`src/rtl/if_fetch_pkg.sv`:
```
// Shared types and constants for the instruction-fetch stage.
// Holds the FSM encoding, default reset PC and the little-endian byte-insert helper.
package if_fetch_pkg;

   typedef logic [31:0] word_t;
   typedef logic [7:0]  byte_t;

   typedef enum logic {
      FETCH = 1'b0,
      HOLD  = 1'b1
   } state_t;

   localparam word_t      RESET_PC_DEFAULT = 32'h0000_0000;
   localparam logic [2:0] BYTES_PER_INST   = 3'd4;

   // Lane k of the word holds the byte read from fetch_pc + k.
   function automatic word_t insert_byte(input word_t w, input logic [1:0] idx, input byte_t b);
      word_t r;
      r = w;
      case (idx)
         2'd0:    r[7:0]   = b;
         2'd1:    r[15:8]  = b;
         2'd2:    r[23:16] = b;
         default: r[31:24] = b;
      endcase
      return r;
   endfunction

endpackage

```
`src/rtl/if_fetch_if.sv`:
```
// Fetch-stage bundle: decode-side control/result and the byte-wide memory read port.
// master = fetch stage, slave = decode stage plus memory arbiter.
interface if_fetch_if;
   import if_fetch_pkg::*;

   logic  stall;
   logic  jump;
   word_t jump_addr;
   logic  mem_busy;
   word_t mem_addr;
   logic  mem_re;
   byte_t mem_din;
   word_t inst;
   word_t pc;
   logic  inst_valid;

   modport master (
      input  stall, jump, jump_addr, mem_busy, mem_din,
      output mem_addr, mem_re, inst, pc, inst_valid
   );

   modport slave (
      output stall, jump, jump_addr, mem_busy, mem_din,
      input  mem_addr, mem_re, inst, pc, inst_valid
   );

endinterface

```
`src/rtl/if_fetch.sv`:
```
// Instruction fetch: issues four byte reads per instruction, assembles them little-endian and
// presents {pc, inst, valid} to decode; holds under stall, restarts on jump, no prefetch.
module if_fetch
   import if_fetch_pkg::*;
#(
   parameter word_t RESET_PC = RESET_PC_DEFAULT
) (
   input  logic        clk,
   input  logic        rst,
   if_fetch_if.master  bus
);

   state_t     state_q;
   state_t     state_d;
   word_t      fetch_pc;
   logic [2:0] issue_cnt;
   logic [2:0] recv_cnt;
   logic       pend;
   logic [1:0] pend_idx;
   word_t      inst_buf;
   word_t      inst_q;
   word_t      pc_q;
   logic       valid_q;

   logic       issue;
   logic       consume;
   logic       last_byte;
   word_t      assembled;

   always_comb begin
      issue     = 1'b0;
      consume   = 1'b0;
      last_byte = 1'b0;
      assembled = inst_buf;
      state_d   = state_q;

      issue     = (state_q == FETCH) && (issue_cnt < BYTES_PER_INST) &&
                  !bus.mem_busy && !bus.jump && !rst;
      consume   = (state_q == HOLD) && valid_q && !bus.stall;
      last_byte = pend && (recv_cnt == BYTES_PER_INST - 3'd1);
      assembled = insert_byte(inst_buf, pend_idx, bus.mem_din);

      // Redirect outranks both completion and consume; a consume racing a jump is wrong-path.
      if (bus.jump)
         state_d = FETCH;
      else if ((state_q == FETCH) && last_byte)
         state_d = HOLD;
      else if (consume)
         state_d = FETCH;
   end

   always_ff @(posedge clk) begin
      if (rst)
         state_q <= FETCH;
      else
         state_q <= state_d;
   end

   always_ff @(posedge clk) begin
      if (rst) begin
         fetch_pc  <= RESET_PC;
         issue_cnt <= '0;
         recv_cnt  <= '0;
         pend      <= 1'b0;
         pend_idx  <= '0;
         inst_buf  <= '0;
         inst_q    <= '0;
         pc_q      <= '0;
         valid_q   <= 1'b0;
      end else if (bus.jump) begin
         // Clearing pend drops the byte that returns next cycle from the abandoned path.
         fetch_pc  <= bus.jump_addr;
         issue_cnt <= '0;
         recv_cnt  <= '0;
         pend      <= 1'b0;
         valid_q   <= 1'b0;
      end else begin
         pend     <= issue;
         pend_idx <= issue_cnt[1:0];
         if (issue)
            issue_cnt <= issue_cnt + 3'd1;
         if (pend) begin
            inst_buf <= assembled;
            recv_cnt <= recv_cnt + 3'd1;
         end
         if (last_byte) begin
            inst_q  <= assembled;
            pc_q    <= fetch_pc;
            valid_q <= 1'b1;
         end
         if (consume) begin
            fetch_pc  <= fetch_pc + 32'd4;
            issue_cnt <= '0;
            recv_cnt  <= '0;
            valid_q   <= 1'b0;
         end
      end
   end

   assign bus.mem_re     = issue;
   assign bus.mem_addr   = rst ? '0 : fetch_pc + {29'd0, issue_cnt};
   assign bus.inst       = inst_q;
   assign bus.pc         = pc_q;
   assign bus.inst_valid = valid_q;

endmodule

```
`src/flat_wrapper.sv`:
```
// flat-port wrapper written by rule: the top's interface ports become plain ports
module if_fetch_flat import if_fetch_pkg::*;
#(
   parameter word_t RESET_PC = RESET_PC_DEFAULT
)
  (clk, rst, bus_stall, bus_jump, bus_jump_addr, bus_mem_busy, bus_mem_din, bus_mem_addr, bus_mem_re, bus_inst, bus_pc, bus_inst_valid);
  if_fetch_if bus_i ();
  input  logic clk;
  input  logic rst;
  input wire logic [$bits(bus_i.stall)-1:0] bus_stall;
  input wire logic [$bits(bus_i.jump)-1:0] bus_jump;
  input wire logic [$bits(bus_i.jump_addr)-1:0] bus_jump_addr;
  input wire logic [$bits(bus_i.mem_busy)-1:0] bus_mem_busy;
  input wire logic [$bits(bus_i.mem_din)-1:0] bus_mem_din;
  output wire logic [$bits(bus_i.mem_addr)-1:0] bus_mem_addr;
  output wire logic [$bits(bus_i.mem_re)-1:0] bus_mem_re;
  output wire logic [$bits(bus_i.inst)-1:0] bus_inst;
  output wire logic [$bits(bus_i.pc)-1:0] bus_pc;
  output wire logic [$bits(bus_i.inst_valid)-1:0] bus_inst_valid;
  assign bus_i.stall = bus_stall;
  assign bus_i.jump = bus_jump;
  assign bus_i.jump_addr = bus_jump_addr;
  assign bus_i.mem_busy = bus_mem_busy;
  assign bus_i.mem_din = bus_mem_din;
  assign bus_mem_addr = bus_i.mem_addr;
  assign bus_mem_re = bus_i.mem_re;
  assign bus_inst = bus_i.inst;
  assign bus_pc = bus_i.pc;
  assign bus_inst_valid = bus_i.inst_valid;
  if_fetch #(.RESET_PC(RESET_PC)) u_core (.clk(clk), .rst(rst), .bus(bus_i));
endmodule
```
`config.mk`:
```
export PLATFORM = sky130hd
export DESIGN_NAME = if_fetch_flat
export DESIGN_NICKNAME = d
export VERILOG_FILES = /design/src/rtl/if_fetch_pkg.sv /design/src/rtl/if_fetch_if.sv /design/src/rtl/if_fetch.sv /design/src/flat_wrapper.sv
export SDC_FILE = /design/constraint.sdc
export NUM_CORES = 1
export LEC_CHECK = 0
export CAP_MARGIN = 10
export CORE_ASPECT_RATIO = 2
export CORE_MARGIN = 4
export CORE_UTILIZATION = 30
export CTS_CLUSTER_SIZE = 25
export DETAILED_ROUTE_END_ITERATION = 8
export GPL_ROUTABILITY_DRIVEN = 0
export GPL_TIMING_DRIVEN = 0
export PLACE_DENSITY = 0.47
export REMOVE_ABC_BUFFERS = 1
export SETUP_SLACK_MARGIN = 0.3
export SLEW_MARGIN = 20
export SYNTH_ARGS = -nofsm -noshare
export SYNTH_HDL_FRONTEND = slang
export SYNTH_SLANG_ARGS = --single-unit
```
`constraint.sdc`:
```
create_clock -name clk -period 8.2 [get_ports clk]
set_input_delay 1.23 -clock clk [delete_from_list [all_inputs] [get_ports clk]]
set_output_delay 1.23 -clock clk [all_outputs]
set_load 0.03 [all_outputs]
```
# Yosys cells after proc, flatten, opt, wreduce, memory -nomap -nowiden
# Index checks and enable logic that the tools add are counted.
[word_totals] ff_bits=139 latchBits=0 ramBits=0 romBits=0 out_inout_bits=98 elab_cells=49 mem_count=0
[classes] n_addsub=4 n_mul=0 div_mod_pow=0 order_cmp=1 eq_ne=3 shift=0 mux=9 bitwise=2 n_reduce_logical=20
[op_table] op="$mux 32" count=3
[op_table] op="$add 32x3->32" count=1
[op_table] op="$add 32x3->32 const B" count=1
[op_table] op="$mux 8" count=4
[op_table] op="$logic_and 1x1->1" count=8
[op_table] op="$add 3x1->3 const B" count=2
[op_table] op="$reduce_or 3->1" count=2
[op_table] op="$logic_not 1->1" count=4
[op_table] op="$reduce_and 2->1" count=2
[op_table] op="$reduce_bool 2->1" count=2
[op_table] op="$eq 3x2->1 const B" count=1
[op_table] op="$lt 3x3->1 const B" count=1
[op_table] op="$eq 2x1->1 const B" count=1
[op_table] op="$eq 2x2->1 const B" count=1
[op_table] op="$logic_not 2->1" count=1
[op_table] op="$mux 1" count=2
[op_table] op="$not 1->1" count=2
[op_table] op="$reduce_or 2->1" count=1

# Depth between registers and ports, before layout
# Gate-level depths: netlist of run 1.
[depth] depth_word=5 depth_mapped=8 ltp_nobuf=7

# Least setup slack after synthesis of run 1
# No wires, ideal clock.
[synth_path] kind="input to output" startpoint="in rst" endpoint="out bus_mem_addr[28]" t_arrival_ns=2.891 path_slack_ns=4.079 cell_stages=4 path_buffers=2 cell_sequence="clkbuf_1 > clkbuf_1 > or2_2 > o41ai_1"
[synth_between] elab_chain_cells=1
[synth_rtl] element="start: declaration" line_no="flat_wrapper.sv:9" source="input logic rst;"
[synth_rtl] element="$mux 32" line_no="if_fetch.sv:101" source="assign bus.mem_addr = rst ? '0 : fetch_pc + {29'd0, issue_cnt};"
[synth_rtl] element="end: declaration" line_no="flat_wrapper.sv:15" source="output wire logic [$bits(bus_i.mem_addr)-1:0] bus_mem_addr;"
# No other way between the ends.

# Worst setup path after layout of run 1
[layout_path] startpoint="reg u_core.issue_cnt[0]" endpoint="out bus_mem_addr[20]"
[layout_between] elab_chain_cells=2
[layout_rtl] element="start: declaration" line_no="if_fetch.sv:16" source="logic [2:0] issue_cnt;"
[layout_rtl] element="start signal: assignment" line_no="if_fetch.sv:81" source="issue_cnt <= issue_cnt + 3'd1;"
[layout_rtl] element="$add 32x3->32" line_no="if_fetch.sv:101"
[layout_rtl] element="$mux 32" line_no="if_fetch.sv:101"
# No other way between the ends.

==> results.toml, run 1 <==
[routing]
drcViolationCount = 0
postRouteAntennaNets = 0
dr.first_iter.drc_count = 314
via_count = 6513
wl_um = 22800
avgRoutedWirePerCell_um = 18.5
drt-pass1-iter-count = 5
vias_per_cell = 5.27

[job]
drv_cap = 0

[floorplanning]
core_area_sq_mm = 0.0228
fp.dieW_um = 116
pin_count = 143
initial_utilization_pct = 30.7
die_height_um = 224
die_area_sq_mm = 0.0260
num_rows = 78

[clock_network]
clk_path_buf_depth = 2
cts_resized = 0
numCtsBuffers = 17
holdBufCountCts = 0
post_cts_buffers = 0
cts_tree = "done"
h-tree-depth = 4
root_buffer = "clkbuf_16"
clk_pin_slew_ns = 0.06
cts.sinks = 139
insertion_delay_ns = 0.44

[sta]
hold-worst-slack_ns = 0.452
finClkSkew_ns = 0.00718
worstMarginPinSlew_ns = 0.917
fin_crit_sh_pct = 64.1
slew_violations = 0
rsz0062_at_grt = "no"
fmaxAchievable_mhz = 190
setup_ws_ns = 2.95
hold_viol = 0
relSlewSlack_pct = 38.0
final.min_clock_period_ns = 5.25
finalSetupViolations = 0

[power]
leakage_uw = 0.00285
power.density_mw_per_mm2 = 183
ir_worst_vdd_v = 0.000170

[logic_synthesis]
synth_top_area_share_pct = 39.7
yosys.area.top_type = "dfxtp_1"
ys_async_sr_fraction_pct = 0
synth.area.top_cells = "dfxtp_1, nand2_1, mux2i_1"
synth-edff-count = 0
synth_area_sq_mm = 0.00700
netlist_top_cells_count = "dfxtp_1, nand2_1, nor2_1"
avgSynthCellArea_sq_um = 8.03
netlist_instances = 872
yosysUniqueCellTypes = 59
ys_ff_latch = 139
ys.flop_type = "dfxtp_1"
yosys_warnings = 0
synth.most_common_cell = "dfxtp_1"
yosysSeqAreaShare_pct = 39.7

[critical_path]
rrSetupSlack_ns = 5.22
arrival_ns = 4.02
cpMaxStageDelayCell = "clkdlybuf4s50_1"
reg2regPathDepth = 5
r2r_start = "u_core.fetch_pc[3]$_SDFFE_PP0N_"
cp_cell_sequence = "ha_1, inv_1, fa_1, nor2b_1, o2111ai_1, or4_1, a21oi_1, clkdlybuf4s50_1"
crit_fanout = 8
cpPeakStageDelay_ns = 0.70
worst_setup_path_start_kind = "register"
rr_endpoint = "u_core.fetch_pc[28]$_SDFFE_PP0N_"
critical_path_class = "reg -> out"
cp.required_ns = 6.97
worstSetupEndpointType = "output pin"

[global_routing]
grt_pass1_vias = 6450
grt_pass1_wl_um = 36000
grt_usage_pct = 18.1
antenna_found_initial = 0
gr-total-overflow = 0
grt_max_degree = 95

[finish]
area_growth_pct = 30.0
drive_gt1_share_pct = 6.28
final_util_pct = 39.9
fin_nets = 997
fin_area_sq_mm = 0.00910
antennaDiodeCount = 0

[placed_design]
port-buffer-count = 142
dp_slack_ns = 3.27
placed_cell_area_sq_mm = 0.00848
hpwl_um = 16300

[min_path]
timing.hold.worst.start = "u_core.bus.pc[31]$_SDFFE_PP0P_"
min_path_cells = 2
hp-class = "reg -> reg"
hold_end = "u_core.bus.pc[31]$_SDFFE_PP0P_"

[run_status]
outcome = "completed"
==> flip-flops by register name (all words and copies together), names as in the netlist <==
register,flops
u_core.bus.inst,32
u_core.fetch_pc,32
u_core.pend_idx,2
u_core.pend,1
u_core.inst_buf,32
u_core.issue_cnt,3
u_core.state_q,1
u_core.bus.pc,32
u_core.recv_cnt,3
u_core.bus.inst_valid,1
==> critical path: cells and delay by family (launching register included) <==
| family | cells | cell delay (ns) |
|---|---|---|
| adder cells (fa/ha/maj) | 2 | 0.63 |
| flip-flops | 1 | 0.40 |
| AND/OR/NAND/NOR | 2 | 1.14 |
| AO/OA/AOI/OAI | 2 | 0.63 |
| buffers and inverters | 2 | 0.77 |
==> cell usage in the layout (no fill, tap or decap), types with 18 or more instances in the layout <==
cell / instances
a21oi_1: 70
o21ai_0: 22
a211oi_1: 27
mux2i_1: 38
dfxtp_1: 139
nand3_1: 18
a311oi_1: 27
nand4_1: 18
nor2_1: 99
clkdlybuf4s50_1: 140
nand2_1: 137
==> worst max-delay path by stage <==
stage,startpoint,to,slack [ns],depth (start not counted)
2_1_floorplan,bus_jump,bus_mem_re,4.20,2
4_1_cts,u_core.issue_cnt[0]$_SDFFE_PP0P_,bus_mem_addr[20],2.89,8
6_report,u_core.issue_cnt[0]$_SDFFE_PP0P_,bus_mem_addr[20],2.95,8
5_1_grt,u_core.issue_cnt[0]$_SDFFE_PP0P_,bus_mem_addr[20],2.70,8
3_3_place_gp,rst,bus_mem_addr[28],-2.01,5
3_5_place_dp,rst,bus_mem_re,3.27,5
==> report_power, final <==
part | switching (uW) | internal, uW | total [uW]
Combinational | 66.9 | 56.5 | 123
Sequential | 30.0 | 688 | 718
Clock | 300 | 529 | 829
==> area by class of cell <==
class,count,area [sq um]
fillers,2432,13700
inverters,11,41.3
well taps,280,350
clock inverters,8,140
multi-input cells,629,3790
flip-flops and latches,139,2780
repair buffers,146,1520
clock buffers,23,478
==> per-stage QoR <==
step	cells	TNS (ns)	power, uW
after floorplan	779	0	777
after global placement	1201	-15.78	857
after detailed placement	1205	0	857
after CTS	1236	0	1700
after global routing	1236	0	1740
final	1236	0	1670
==> logic make-up after synthesis <==
group | after synthesis | synth area share (%)
AOI/OAI and AO/OA | 194 | 18.5
xor gates and xnor gates | 20 | 2.50
adders and majority gates | 8 | 1.54
buffers and inverters | 104 | 6.29
DFF | 139 | 39.7
muxes | 42 | 6.08
and+or+nand+nor | 365 | 25.3
==> metal layers <==
layer / global-route usage (%) / share of wire [%] / wire, um
met5: 0 / 0 / 0
met4: 8.65 / 2.9 / 671
met3: 3.65 / 4.1 / 932
met2: 33.7 / 57 / 12900
met1: 18.8 / 36 / 8290
(Power assumes the default switching activity.)
==> inputs of run 2 (changes only) <==
- clock period: 8.2 -> 5.22 ns (I/O delays scaled with it)
==> results.toml, run 2 (synthesis results as in run 1) <==
[routing]
postRouteAntennaNets = 0
vias_per_cell = 5.25
avgRoutedWirePerCell_um = 18.5
drcViolationCount = 0
drt-pass1-iter-count = 4
wl_um = 22800
dr.first_iter.drc_count = 314
via_count = 6494

[job]
drv_cap = 0

[sta]
setup_ws_ns = 0.623
finClkSkew_ns = 0.00963
hold_viol = 0
finalSetupViolations = 0
relSlewSlack_pct = 38.0
rsz0062_at_grt = "no"
worstMarginPinSlew_ns = 0.917
hold-worst-slack_ns = 0.452
final.min_clock_period_ns = 4.60
fin_crit_sh_pct = 88.1
fmaxAchievable_mhz = 218
slew_violations = 0

[placed_design]
port-buffer-count = 142
dp_slack_ns = 0.854
dp.cells = 1205
placed_cell_area_sq_mm = 0.00848
hpwl_um = 16300

[finish]
num-fill-cells = 2431
area_growth_pct = 30.0
drive_gt1_share_pct = 6.38
multi_input_area_sq_mm = 0.00379
layout_common_cells = "clkdlybuf4s50_1, dfxtp_1, nand2_1"
seq_area_sq_mm = 0.00278
antennaDiodeCount = 0
final_common_cell = "clkdlybuf4s50_1"
final_cells = 1236
fin_nets = 997
fin_area_sq_mm = 0.00910

[min_path]
timing.hold.worst.start = "u_core.bus.pc[31]$_SDFFE_PP0P_"
min_path_cells = 2
hp-class = "reg -> reg"
hold_end = "u_core.bus.pc[31]$_SDFFE_PP0P_"

[power]
ir_worst_vdd_v = 0.000267
power.density_mw_per_mm2 = 288
leakage_uw = 0.00285

[clock_network]
insertion_delay_ns = 0.45
clk_pin_slew_ns = 0.06
clk_path_buf_depth = 2
numCtsBuffers = 17
cts_tree = "done"
root_buffer = "clkbuf_16"
h-tree-depth = 4
cts.sinks = 139

[critical_path]
critPathBufInv = 1
arrival_ns = 3.81
cp_cell_sequence = "nand4_2, or4_1, o41ai_1, clkdlybuf4s50_1"
path_delay_family = "simple AND/OR/NAND/NOR gates"
critical_path_class = "reg -> out"
rrSetupSlack_ns = 2.24
worst_setup_path_start_kind = "register"
worstSetupEndpointType = "output pin"
cp.required_ns = 4.44
cpMaxStageDelayCell = "or4_1"
rr_endpoint = "u_core.fetch_pc[28]$_SDFFE_PP0N_"
crit_fanout = 16
reg2regPathDepth = 5
r2r_start = "u_core.fetch_pc[3]$_SDFFE_PP0N_"
cpPeakStageDelay_ns = 0.90

[floorplanning]
die_area_sq_mm = 0.0260
core_area_sq_mm = 0.0228
initial_utilization_pct = 30.7
num_rows = 78
pin_count = 143
fp.dieW_um = 116
die_height_um = 224

[global_routing]
grt_max_degree = 95
antenna_found_initial = 0
grt_pass1_vias = 6450
grt_usage_pct = 18.1
grt_pass1_wl_um = 36000
gr-total-overflow = 0

[run_status]
outcome = "completed"
-- run 2: cell counts in the layout (fill, tap and decap cells not counted) --
Identical to the previous run, type by type.
-- run 2: through the flow --
step | utilization, % | total power (uW) | setup TNS [ns]
6_report | 39.9 | 2620 | 0
5_1_grt | 39.9 | 2730 | 0
4_1_cts | 39.8 | 2660 | 0
3_5_place_dp | 37.1 | 1350 | 0
3_3_place_gp | 36.7 | 1350 | -226.59
2_1_floorplan | - | 1220 | 0
-- run 2: final cells by class --
class,instances,area share [%]
Multi-Input combinational cell,629,41.7
Sequential cell,139,30.6
Timing Repair Buffer,146,16.7
Clock buffer,23,5.25
Tap cell,280,3.85
Clock inverter,8,1.54
Inverter,11,0.454
-- run 2: worst max-delay path by stage --
stage	cells past startpoint	from	end
finish	4	u_core.fetch_pc[4]$_SDFFE_PP0N_	bus_mem_addr[30]
global route	8	u_core.issue_cnt[0]$_SDFFE_PP0P_	bus_mem_addr[20]
CTS	8	u_core.issue_cnt[0]$_SDFFE_PP0P_	bus_mem_addr[20]
detailed placement	8	u_core.issue_cnt[0]$_SDFFE_PP0P_	bus_mem_addr[20]
global placement	5	rst	bus_mem_addr[28]
floorplan	6	u_core.issue_cnt[0]$_SDFFE_PP0P_	bus_mem_addr[26]
-- run 2: timing repair --
item | in CTS | in global routing
buffers inserted | 0 | 0
gates resized for setup | 0 | 1
setup endpoints to repair | 0 | 4
hold buffers | 0 | 0
-- run 2: where the power goes --
group	switching, uW	internal [uW]	leakage, uW	total, uW
registers	47.0	1080	0.00113	1130
clock network	471	831	0.000307	1300
logic	105	88.8	0.00142	194
total	624	2000	0.00285	2620
-- run 2: worst reg2reg max path, cell delays in order, from the launching register on --
cell and delay (ns):
dfxtp_1 0.61, ha_1 0.32, nand4b_1 0.56, or3_1 0.67
o41a_1 0.34, a2111oi_0 0.36
-- run 2: metal layers --
layer | global-route usage (%) | part of all wire, % | up-vias | routed length, um
li1 | - | - | 3252 | -
met1 | 18.8 | 37 | 3056 | 8360
met2 | 33.7 | 57 | 154 | 12900
met3 | 3.65 | 3.8 | 32 | 874
met4 | 8.65 | 2.8 | 0 | 643
met5 | 0 | 0 | - | 0
==> inputs of run 3 (changes only) <==
- clock period: 5.22 -> 5.67 ns (I/O delays scaled with it)
==> results of run 3 <==
Same layout as run 1 (identical final DEF). Status: completed.
Among the figures that moved: setup slack after placement 3.27 ns -> 1.24 ns; setup slack after layout 2.95 ns -> 0.795 ns; register-to-register setup slack 5.22 ns -> 2.69 ns; total power 1670 uW -> 2410 uW; worst IR drop on VDD 0.000170 V -> 0.000246 V
